File: src/rtl/fifo_ctrl_if.sv
// fifo_ctrl_if: bundles the FIFO client side and the single-port RAM side
// of fifo_ctrl into one interface with master (client/RAM) and slave (controller) views.
interface fifo_ctrl_if #(
    parameter int AW = 3,
    parameter int DW = 4
);
    logic          push;
    logic          pop;
    logic [DW-1:0] data_in;
    logic [AW:0]   almost_full_th;
    logic [AW:0]   almost_empty_th;
    logic [DW-1:0] ram_data_out;
    logic [AW-1:0] ram_addr;
    logic          ram_rw;
    logic [DW-1:0] ram_data_in;
    logic          ram_reset_n;
    logic          push_ready;
    logic [DW-1:0] data_out;
    logic          data_valid;
    logic [AW:0]   count;
    logic          full;
    logic          empty;
    logic          almost_full;
    logic          almost_empty;
    logic          overflow_err;
    logic          underflow_err;

    modport master (
        output push, pop, data_in, almost_full_th, almost_empty_th,
        output ram_data_out,
        input  ram_addr, ram_rw, ram_data_in, ram_reset_n,
        input  push_ready, data_out, data_valid, count,
        input  full, empty, almost_full, almost_empty,
        input  overflow_err, underflow_err
    );

    modport slave (
        input  push, pop, data_in, almost_full_th, almost_empty_th,
        input  ram_data_out,
        output ram_addr, ram_rw, ram_data_in, ram_reset_n,
        output push_ready, data_out, data_valid, count,
        output full, empty, almost_full, almost_empty,
        output overflow_err, underflow_err
    );
endinterface

File: src/rtl/fifo_ctrl.sv
// fifo_ctrl: single-clock FIFO controller driving a single-port RAM.
// Optional sticky error flags are built when FIFO_CTRL_ERR_EN is defined.
module fifo_ctrl #(
    parameter int AW = 3,
    parameter int DW = 4
) (
    input  logic        clk,
    input  logic        reset,
    fifo_ctrl_if.slave  bus
);

    typedef enum logic {
        INIT = 1'b0,
        RUN  = 1'b1
    } state_t;

    localparam logic [AW:0] DEPTH = {1'b1, {AW{1'b0}}};

    state_t        r_state;
    state_t        w_state_nxt;
    logic          w_run;
    logic          w_ram_reset_n;

    logic [AW-1:0] r_wr_ptr;
    logic [AW-1:0] r_rd_ptr;
    logic [AW:0]   r_count;
    logic [DW-1:0] r_data_out;
    logic          r_data_valid;

    logic          w_full;
    logic          w_empty;
    logic          w_pop_acc;
    logic          w_push_acc;

    // State register: reset always lands in INIT
    always_ff @(posedge clk) begin
        if (reset) begin
            r_state <= INIT;
        end else begin
            r_state <= w_state_nxt;
        end
    end

    // INIT holds the RAM in clear for one cycle, then RUN forever
    always_comb begin
        w_state_nxt   = r_state;
        w_run         = 1'b0;
        w_ram_reset_n = 1'b0;
        unique case (r_state)
            INIT: begin
                w_state_nxt = RUN;
            end
            RUN: begin
                w_run         = !reset;
                w_ram_reset_n = !reset;
            end
            default: begin
                w_state_nxt = INIT;
            end
        endcase
    end

    assign w_full     = (r_count == DEPTH);
    assign w_empty    = (r_count == '0);
    assign w_pop_acc  = w_run && bus.pop && !w_empty;
    assign w_push_acc = w_run && bus.push && !w_full && !w_pop_acc;

    // Pointer and occupancy bookkeeping; pointers wrap by overflow
    always_ff @(posedge clk) begin
        if (reset) begin
            r_wr_ptr <= '0;
            r_rd_ptr <= '0;
            r_count  <= '0;
        end else begin
            if (w_push_acc) begin
                r_wr_ptr <= r_wr_ptr + 1'b1;
                r_count  <= r_count + 1'b1;
            end else if (w_pop_acc) begin
                r_rd_ptr <= r_rd_ptr + 1'b1;
                r_count  <= r_count - 1'b1;
            end
        end
    end

    // Capture the RAM word on each accepted pop; valid pulses one cycle
    always_ff @(posedge clk) begin
        if (reset) begin
            r_data_out   <= '0;
            r_data_valid <= 1'b0;
        end else begin
            r_data_valid <= w_pop_acc;
            if (w_pop_acc) begin
                r_data_out <= bus.ram_data_out;
            end
        end
    end

`ifdef FIFO_CTRL_ERR_EN
    logic r_overflow_err;
    logic r_underflow_err;

    // Sticky misuse flags, only meaningful while running
    always_ff @(posedge clk) begin
        if (reset) begin
            r_overflow_err  <= 1'b0;
            r_underflow_err <= 1'b0;
        end else begin
            if (w_run && bus.push && w_full) begin
                r_overflow_err <= 1'b1;
            end
            if (w_run && bus.pop && w_empty) begin
                r_underflow_err <= 1'b1;
            end
        end
    end

    assign bus.overflow_err  = r_overflow_err;
    assign bus.underflow_err = r_underflow_err;
`else
    assign bus.overflow_err  = 1'b0;
    assign bus.underflow_err = 1'b0;
`endif

    // Pop owns the single RAM port whenever it is accepted
    assign bus.ram_addr     = w_pop_acc ? r_rd_ptr : r_wr_ptr;
    assign bus.ram_rw       = w_push_acc;
    assign bus.ram_data_in  = bus.data_in;
    assign bus.ram_reset_n  = w_ram_reset_n;

    assign bus.push_ready   = w_run && !w_full && !(bus.pop && !w_empty);
    assign bus.data_out     = r_data_out;
    assign bus.data_valid   = r_data_valid;
    assign bus.count        = r_count;
    assign bus.full         = w_full;
    assign bus.empty        = w_empty;
    assign bus.almost_full  = (r_count >= bus.almost_full_th);
    assign bus.almost_empty = (r_count <= bus.almost_empty_th);

endmodule

File: src/flat_wrapper.sv
// flat-port wrapper written by rule: the top's interface ports become plain ports
module fifo_ctrl_flat 
#(
    parameter int AW = 3,
    parameter int DW = 4
)
  (clk, reset, bus_push, bus_pop, bus_data_in, bus_almost_full_th, bus_almost_empty_th, bus_ram_data_out, bus_ram_addr, bus_ram_rw, bus_ram_data_in, bus_ram_reset_n, bus_push_ready, bus_data_out, bus_data_valid, bus_count, bus_full, bus_empty, bus_almost_full, bus_almost_empty, bus_overflow_err, bus_underflow_err);
  fifo_ctrl_if #(.AW(AW), .DW(DW)) bus_i ();
  input  logic clk;
  input  logic reset;
  input wire logic [$bits(bus_i.push)-1:0] bus_push;
  input wire logic [$bits(bus_i.pop)-1:0] bus_pop;
  input wire logic [$bits(bus_i.data_in)-1:0] bus_data_in;
  input wire logic [$bits(bus_i.almost_full_th)-1:0] bus_almost_full_th;
  input wire logic [$bits(bus_i.almost_empty_th)-1:0] bus_almost_empty_th;
  input wire logic [$bits(bus_i.ram_data_out)-1:0] bus_ram_data_out;
  output wire logic [$bits(bus_i.ram_addr)-1:0] bus_ram_addr;
  output wire logic [$bits(bus_i.ram_rw)-1:0] bus_ram_rw;
  output wire logic [$bits(bus_i.ram_data_in)-1:0] bus_ram_data_in;
  output wire logic [$bits(bus_i.ram_reset_n)-1:0] bus_ram_reset_n;
  output wire logic [$bits(bus_i.push_ready)-1:0] bus_push_ready;
  output wire logic [$bits(bus_i.data_out)-1:0] bus_data_out;
  output wire logic [$bits(bus_i.data_valid)-1:0] bus_data_valid;
  output wire logic [$bits(bus_i.count)-1:0] bus_count;
  output wire logic [$bits(bus_i.full)-1:0] bus_full;
  output wire logic [$bits(bus_i.empty)-1:0] bus_empty;
  output wire logic [$bits(bus_i.almost_full)-1:0] bus_almost_full;
  output wire logic [$bits(bus_i.almost_empty)-1:0] bus_almost_empty;
  output wire logic [$bits(bus_i.overflow_err)-1:0] bus_overflow_err;
  output wire logic [$bits(bus_i.underflow_err)-1:0] bus_underflow_err;
  assign bus_i.push = bus_push;
  assign bus_i.pop = bus_pop;
  assign bus_i.data_in = bus_data_in;
  assign bus_i.almost_full_th = bus_almost_full_th;
  assign bus_i.almost_empty_th = bus_almost_empty_th;
  assign bus_i.ram_data_out = bus_ram_data_out;
  assign bus_ram_addr = bus_i.ram_addr;
  assign bus_ram_rw = bus_i.ram_rw;
  assign bus_ram_data_in = bus_i.ram_data_in;
  assign bus_ram_reset_n = bus_i.ram_reset_n;
  assign bus_push_ready = bus_i.push_ready;
  assign bus_data_out = bus_i.data_out;
  assign bus_data_valid = bus_i.data_valid;
  assign bus_count = bus_i.count;
  assign bus_full = bus_i.full;
  assign bus_empty = bus_i.empty;
  assign bus_almost_full = bus_i.almost_full;
  assign bus_almost_empty = bus_i.almost_empty;
  assign bus_overflow_err = bus_i.overflow_err;
  assign bus_underflow_err = bus_i.underflow_err;
  fifo_ctrl #(.AW(AW), .DW(DW)) u_core (.clk(clk), .reset(reset), .bus(bus_i));
endmodule
File: config.mk
export PLATFORM = sky130hd
export DESIGN_NAME = fifo_ctrl_flat
export DESIGN_NICKNAME = d
export VERILOG_FILES = /design/src/rtl/fifo_ctrl_if.sv /design/src/rtl/fifo_ctrl.sv /design/src/flat_wrapper.sv
export SDC_FILE = /design/constraint.sdc
export NUM_CORES = 1
export LEC_CHECK = 0
export BUFFER_PORTS_ARGS = -buffer_cell sky130_fd_sc_hd__buf_2
export CAP_MARGIN = 40
export CORE_MARGIN = 5
export CORE_UTILIZATION = 51
export DETAILED_ROUTE_END_ITERATION = 16
export GPL_TIMING_DRIVEN = 0
export PLACE_DENSITY = 0.84
export SYNTH_ARGS = -nofsm -noshare
export SYNTH_HDL_FRONTEND = slang
export SYNTH_SLANG_ARGS = --single-unit
export TNS_END_PERCENT = 100
File: constraint.sdc
create_clock -name clk -period 5.5 [get_ports clk]
set_input_delay 0.825 -clock clk [delete_from_list [all_inputs] [get_ports clk]]
set_output_delay 0.825 -clock clk [all_outputs]
set_load 0.01 [all_outputs]
==> results of run 1 <==
kinds of logic (layout without fill, tap and decap cells):
kind of cell	count (synthesis)	in the layout	share of synthesized area [%]
and+or+nand+nor	37	37	16.7
AOI/OAI and AO/OA	26	26	18.5
buffers and inverters	23	63	10.7
DFF	16	16	29.3
adders and majority gates	13	13	15.5
xor gates and xnor gates	5	5	4.00
muxes	5	5	4.91
other	1	2	0.343
flip-flops by register name, summed over array words and instances, names as in the netlist:
signal	count
u_core.bus.count	4
u_core.bus.data_out	4
u_core.bus.data_valid	1
u_core.r_rd_ptr	3
u_core.r_state	1
u_core.r_wr_ptr	3
worst min-delay path: cells and delay by family (launching register included):
family | cells | cell delay [ps]
DFF | 1 | 320
and+or+nand+nor | 1 | 50
AOI/OAI and AO/OA | 1 | 50
stage by stage:
stage / worst slack, ps / std cells / power [W] / utilization (%)
final: 2640 / 194 / 0.000331 / 66.9
after global routing: 2550 / 194 / 0.000354 / 66.9
after CTS: 2640 / 194 / 0.000334 / 66.9
after detailed placement: 2640 / 191 / 0.000272 / 65.8
after global placement: 2640 / 191 / 0.000266 / 65.8
after floorplan: 2850 / 127 / 0.000232 / -
final cells by class:
class / instances / area share [%]
clock buffers: 3 / 1.68
multi-input cells: 88 / 49.3
plain buffers: 11 / 5.42
flip-flops and latches: 16 / 23.9
inverters: 12 / 3.36
well taps: 27 / 2.52
repair buffers: 37 / 13.8
cell usage after synthesis:
library cell,number
nand2_1,9
a31o_1,1
a211oi_4,1
nand2b_1,2
nand3_1,9
mux2_2,3
o41ai_2,1
buf_6,1
nor3_1,1
nor2_1,11
a211oi_1,2
conb_1,1
a311oi_1,1
mux2i_1,2
a21o_1,4
inv_1,12
o21a_1,2
fa_1,1
ha_1,12
clkbuf_1,3
nand4_1,1
xor2_1,2
buf_4,6
nor2b_1,1
buf_2,1
o41a_1,1
o21ai_0,2
and2_1,1
dfxtp_1,16
nor4b_2,1
a211oi_2,1
or3_4,1
xnor2_1,3
a21oi_1,9
a41o_1,1
routing by layer:
metal | global-route usage (%) | vias up | part of all wire, %
li1 | - | 507 | -
met1 | 17.6 | 446 | 41
met2 | 27.4 | 39 | 48
met3 | 3.90 | 4 | 8.6
met4 | 10.5 | 0 | 1.9
met5 | 0 | - | 0
power breakdown:
group / switching [W] / total (W) / leakage, nW / internal, W
clock network: 0.0000360 / 0.0000615 / 0.0138 / 0.0000255
registers: 0.0000120 / 0.000137 / 0.130 / 0.000125
logic: 0.0000702 / 0.000133 / 0.556 / 0.0000626
how the worst max path moves through the flow:
| stage | startpoint | to | slack [ps] | cells past startpoint |
|---|---|---|---|---|
| CTS | reset | bus_ram_addr[0] | 2640 | 5 |
| global placement | reset | bus_ram_addr[0] | 2640 | 5 |
| finish | reset | bus_ram_addr[0] | 2640 | 5 |
| detailed placement | reset | bus_ram_addr[2] | 2640 | 5 |
| global route | reset | bus_ram_addr[1] | 2550 | 5 |
| floorplan | bus_almost_empty_th[1] | bus_almost_empty | 2850 | 6 |
==> flow_summary.json, run 1 <==
{
  "status": "finished clean",
  "synth.area.top_cells": "dfxtp_1 29%, ha_1 14%, a21oi_1 4.1%",
  "grt_max_degree": 12,
  "first_global_vias": 1035,
  "core-area_um2": 2000,
  "cts_tree": "done",
  "fp.dieArea_um2": 3170,
  "fmax_mhz": 349,
  "finalClockSkew_ps": 4.75,
  "placed_area_um2": 1320,
  "critical_path_arrival_ps": 2040,
  "slowest_delay_ps": 380,
  "cp-start-kind": "input port",
  "io-pin-count": 45,
  "cts_made_buffers": 3,
  "path_cells": "clkbuf_1 -> nand2b_1 -> nor2_1 -> mux2_2 -> buf_2",
  "synth-seq-cells": 16,
  "slowest_stage": "mux2_2",
  "yosys_warnings": 0,
  "reg2reg_setup_slack_ps": 2890,
  "htree_levels": 1,
  "clock_latency_ps": 290,
  "slew_violations": 0,
  "max-vdd-ir-drop_v": 0.000219,
  "route.detailed.drc": 0,
  "hold_viol_final": 0,
  "worst-path-buf-inv": 2,
  "multi_input_area_um2": 661,
  "fin_tns_setup_ps": 0,
  "antenna_found_initial": 0,
  "path_class": "in -> out",
  "clockBufferDepth": 2,
  "final_cell_mix": "38 x buf_2, 16 x dfxtp_1, 12 x inv_1, 12 x ha_1, 11 x nor2_1",
  "fin_nets": 202,
  "avgSynthCellArea_um2": 8.69,
  "viasPerCell": 5.13,
  "dp_hpwl_mm": 2.02,
  "timing.hold.ws_ps": 460,
  "initial_utilization_pct": 54.7,
  "routed_wirelength_mm": 2.47,
  "min_to": "u_core.bus.data_out[1]$_SDFFE_PP0P_",
  "syn_area_um2": 1090,
  "timing.final.crit_share_pct": 52.1,
  "p_per_area_nw_per_um2": 247,
  "drt_iter0_drc": 17,
  "die-height_um": 56.3,
  "die_w_um": 56.3,
  "synthCells": 126,
  "leakage_nw": 0.701,
  "grt_use_total_pct": 16.1,
  "final_common_cell": "buf_2",
  "ctsResizeCount": 0,
  "max-cap-violations": 0,
  "drt-pass1-iter-count": 4,
  "crit_family": "simple AND/OR/NAND/NOR gates",
  "drive_gt1_share_pct": 33.5,
  "hold_buffers": 0,
  "synth-seq-area-share_pct": 29.3,
  "setup_violations": 0,
  "grt_pass1_wl_mm": 4.13,
  "wl_per_cell_um": 12.7,
  "path_max_fanout": 8,
  "n_antenna_cell": 0,
  "io_buffers": 37,
  "ys_types": 35,
  "place_congestion": 0.814,
  "clock_sinks": 16,
  "rsz0062_at_grt": "false",
  "fin_crit_ps": 2860,
  "hold_depth": 2,
  "synth_top_area_share_pct": 29.3,
  "clkTransAtPathRegs_ps": 90,
  "min_from": "u_core.bus.data_out[1]$_SDFFE_PP0P_",
  "ant_nets": 0,
  "gr-total-overflow": 0,
  "crit_required_ps": 4680,
  "postCtsSetupRepairBufs": 0,
  "reg2reg_to": "u_core.bus.count[3]$_SDFFE_PP0P_",
  "seqCellArea_um2": 320,
  "r2r-start": "u_core.bus.count[1]$_SDFFE_PP0P_",
  "rows": 16,
  "worst_hold_path_type": "reg -> reg",
  "postLayoutCellArea_um2": 1340,
  "crit_path_end_kind": "output pin",
  "area_growth_syn_to_layout_pct": 22.4,
  "synth_top_area_cell": "dfxtp_1",
  "root_buffer": "clkbuf_4",
  "vias": 996,
  "reg2reg_depth": 8,
  "nFillCells": 169
}
(Power assumes the default switching activity.)
==> run 2: changes to the inputs <==
--- a/config.mk
+++ b/config.mk
@@ -7,11 +7,12 @@
 export LEC_CHECK = 0
 export BUFFER_PORTS_ARGS = -buffer_cell sky130_fd_sc_hd__buf_2
 export CAP_MARGIN = 40
+export CORE_ASPECT_RATIO = 0.6
 export CORE_MARGIN = 5
-export CORE_UTILIZATION = 51
+export CORE_UTILIZATION = 47
 export DETAILED_ROUTE_END_ITERATION = 16
 export GPL_TIMING_DRIVEN = 0
-export PLACE_DENSITY = 0.84
+export PLACE_DENSITY = 0.78
 export SYNTH_ARGS = -nofsm -noshare
 export SYNTH_HDL_FRONTEND = slang
 export SYNTH_SLANG_ARGS = --single-unit
==> constraint.sdc (replaced) <==
create_clock -name clk -period 2.91 [get_ports clk]
set_input_delay 0.4365 -clock clk [delete_from_list [all_inputs] [get_ports clk]]
set_output_delay 0.4365 -clock clk [all_outputs]
set_load 0.01 [all_outputs]
==> run 2 against run 1 <==
Critical path depth rose by 4. Clock power rose to 3.2 times the previous value. Via count grew 4.7%. Die area up 8.0%. Sequential share of layout area is 0.63 points lower. Sequential power up 90%. Core utilization fell by 4.3 points. Worst hold slack worse by 25 ps. Non-clock buffer count unchanged. Combinational power rose by 90%. Register-to-register slack lost 2500 ps. Cell count up 2.1%. Critical path type is now reg -> reg.
==> flow_summary.json, run 2 (synthesis gave the netlist of run 1 again) <==
{
  "status": "finished clean",
  "clock_latency_ps": 250,
  "crit_required_ps": 3110,
  "die_w_um": 72.3,
  "hold_depth": 3,
  "power_frac_clock_pct": 27.9,
  "drive_gt1_share_pct": 33.9,
  "rsz0062_at_grt": "false",
  "switching_share_pct": 33.2,
  "dp_slack_ps": 385,
  "clkTransAtPathRegs_ps": 60,
  "timing.final.crit_share_pct": 87.2,
  "crit_path_end_kind": "flop",
  "min_to": "u_core.bus.data_out[3]$_SDFFE_PP0P_",
  "hold_viol_final": 0,
  "cts_made_buffers": 3,
  "fin_nets": 202,
  "leakage_nw": 0.716,
  "r2r-start": "u_core.bus.count[0]$_SDFFE_PP0P_",
  "drt_iter0_drc": 81,
  "htree_levels": 1,
  "grt_max_degree": 12,
  "rows": 13,
  "finalPower_w": 0.000711,
  "place_congestion": 0.867,
  "fmax_mhz": 394,
  "critical_path_arrival_ps": 2740,
  "postCtsSetupRepairBufs": 0,
  "p_sw_w": 0.000236,
  "worst_hold_path_type": "in -> reg",
  "core-area_um2": 2200,
  "grt_pass1_wl_mm": 4.38,
  "cts_tree": "done",
  "slew_violations": 0,
  "io-pin-count": 45,
  "antenna_found_initial": 0,
  "setup_ws_ps": 373,
  "die-height_um": 47.4,
  "initial_utilization_pct": 49.9,
  "p_per_area_nw_per_um2": 516,
  "routed_wirelength_mm": 2.62,
  "drt-pass1-iter-count": 4,
  "route.detailed.drc": 0,
  "path_class": "reg -> reg",
  "area_growth_syn_to_layout_pct": 25.7,
  "first_global_vias": 1029,
  "max-vdd-ir-drop_v": 0.000308,
  "cp-start-kind": "flop",
  "n_antenna_cell": 0,
  "grt_use_total_pct": 17.1,
  "path_max_fanout": 8,
  "ctsResizeCount": 0,
  "reg2reg_depth": 9,
  "reg2reg_to": "u_core.bus.count[3]$_SDFFE_PP0P_",
  "clock_sinks": 16,
  "finalClockSkew_ps": 0.761,
  "hold_buffers": 0,
  "gr-total-overflow": 0,
  "min_from": "bus_ram_data_out[3]",
  "dp_hpwl_mm": 2.19,
  "p_comb_share_pct": 35.5,
  "final_cell_mix": "38 x buf_2, 16 x dfxtp_1, 12 x inv_1, 12 x ha_1, 11 x nor2_1",
  "io_buffers": 37,
  "vias": 1043,
  "power_frac_seq_pct": 36.6,
  "root_buffer": "clkbuf_8",
  "wl_per_cell_um": 13.3,
  "ant_nets": 0,
  "final_common_cell": "buf_2",
  "fin_crit_ps": 2540,
  "fin_tns_setup_ps": 0,
  "setup_violations": 0,
  "max-cap-violations": 0,
  "internal_power_w": 0.000475,
  "nFillCells": 208,
  "fp.dieArea_um2": 3430,
  "reg2reg_setup_slack_ps": 370,
  "viasPerCell": 5.27,
  "clockBufferDepth": 2
}
-- run 2: power by group through the flow --
stage	Combinational, W	Sequential, W	Clock [W]
2_1_floorplan	0.000172	0.000266	0
3_3_place_gp	0.000241	0.000264	0
3_5_place_dp	0.000254	0.000265	0
4_1_cts	0.000255	0.000260	0.000198
5_1_grt	0.000284	0.000264	0.000207
6_report	0.000253	0.000260	0.000198
-- run 2: routing by layer --
metal / global-route usage [%] / vias up / wire, um
met5: 0 / - / 0
met4: 8.61 / 0 / 39
met3: 5.34 / 5 / 200
met2: 30.6 / 37 / 1280
met1: 19.0 / 490 / 1110
li1: - / 511 / -
-- run 2: area by class of cell --
class / instances / area, um^2 / area share, %
Buffer: 11 / 72.6 / 5.27
Clock buffer: 4 / 55.1 / 4.00
Inverter: 12 / 45.0 / 3.27
Multi-Input combinational cell: 88 / 661 / 48.0
Sequential cell: 16 / 320 / 23.3
Tap cell: 30 / 37.5 / 2.73
Timing Repair Buffer: 37 / 185 / 13.5
-- run 2: worst max-delay path by stage --
stage,startpoint,endpoint,slack (ps),depth (start not counted)
global placement,u_core.bus.count[0]$_SDFFE_PP0P_,u_core.bus.count[3]$_SDFFE_PP0P_,510,9
detailed placement,u_core.bus.count[3]$_SDFFE_PP0P_,u_core.bus.count[3]$_SDFFE_PP0P_,380,9
global route,u_core.bus.count[3]$_SDFFE_PP0P_,u_core.bus.count[3]$_SDFFE_PP0P_,130,9
floorplan,u_core.bus.count[3]$_SDFFE_PP0P_,u_core.bus.count[3]$_SDFFE_PP0P_,540,9
finish,u_core.bus.count[0]$_SDFFE_PP0P_,u_core.bus.count[3]$_SDFFE_PP0P_,370,9
CTS,u_core.bus.count[0]$_SDFFE_PP0P_,u_core.bus.count[3]$_SDFFE_PP0P_,360,9
-- run 2: worst max-delay path, cell delays in order (launching register included) --
cell      delay, ps
dfxtp_1         350
buf_6           150
or3_4           410
a21oi_1         180
nand3_1         200
ha_1            380
a21oi_1         220
nand3_1         150
a311oi_1        310
a41o_1          120
-- run 2: metrics by stage --
stage	util (%)	instances	cell area (um^2)	hold slack (ps)
after CTS	62.7	198	1380	436
final	62.7	198	1380	435
after floorplan	-	127	1100	450
after global routing	62.7	198	1380	451
after global placement	60.2	194	1320	442
after detailed placement	60.2	194	1320	445
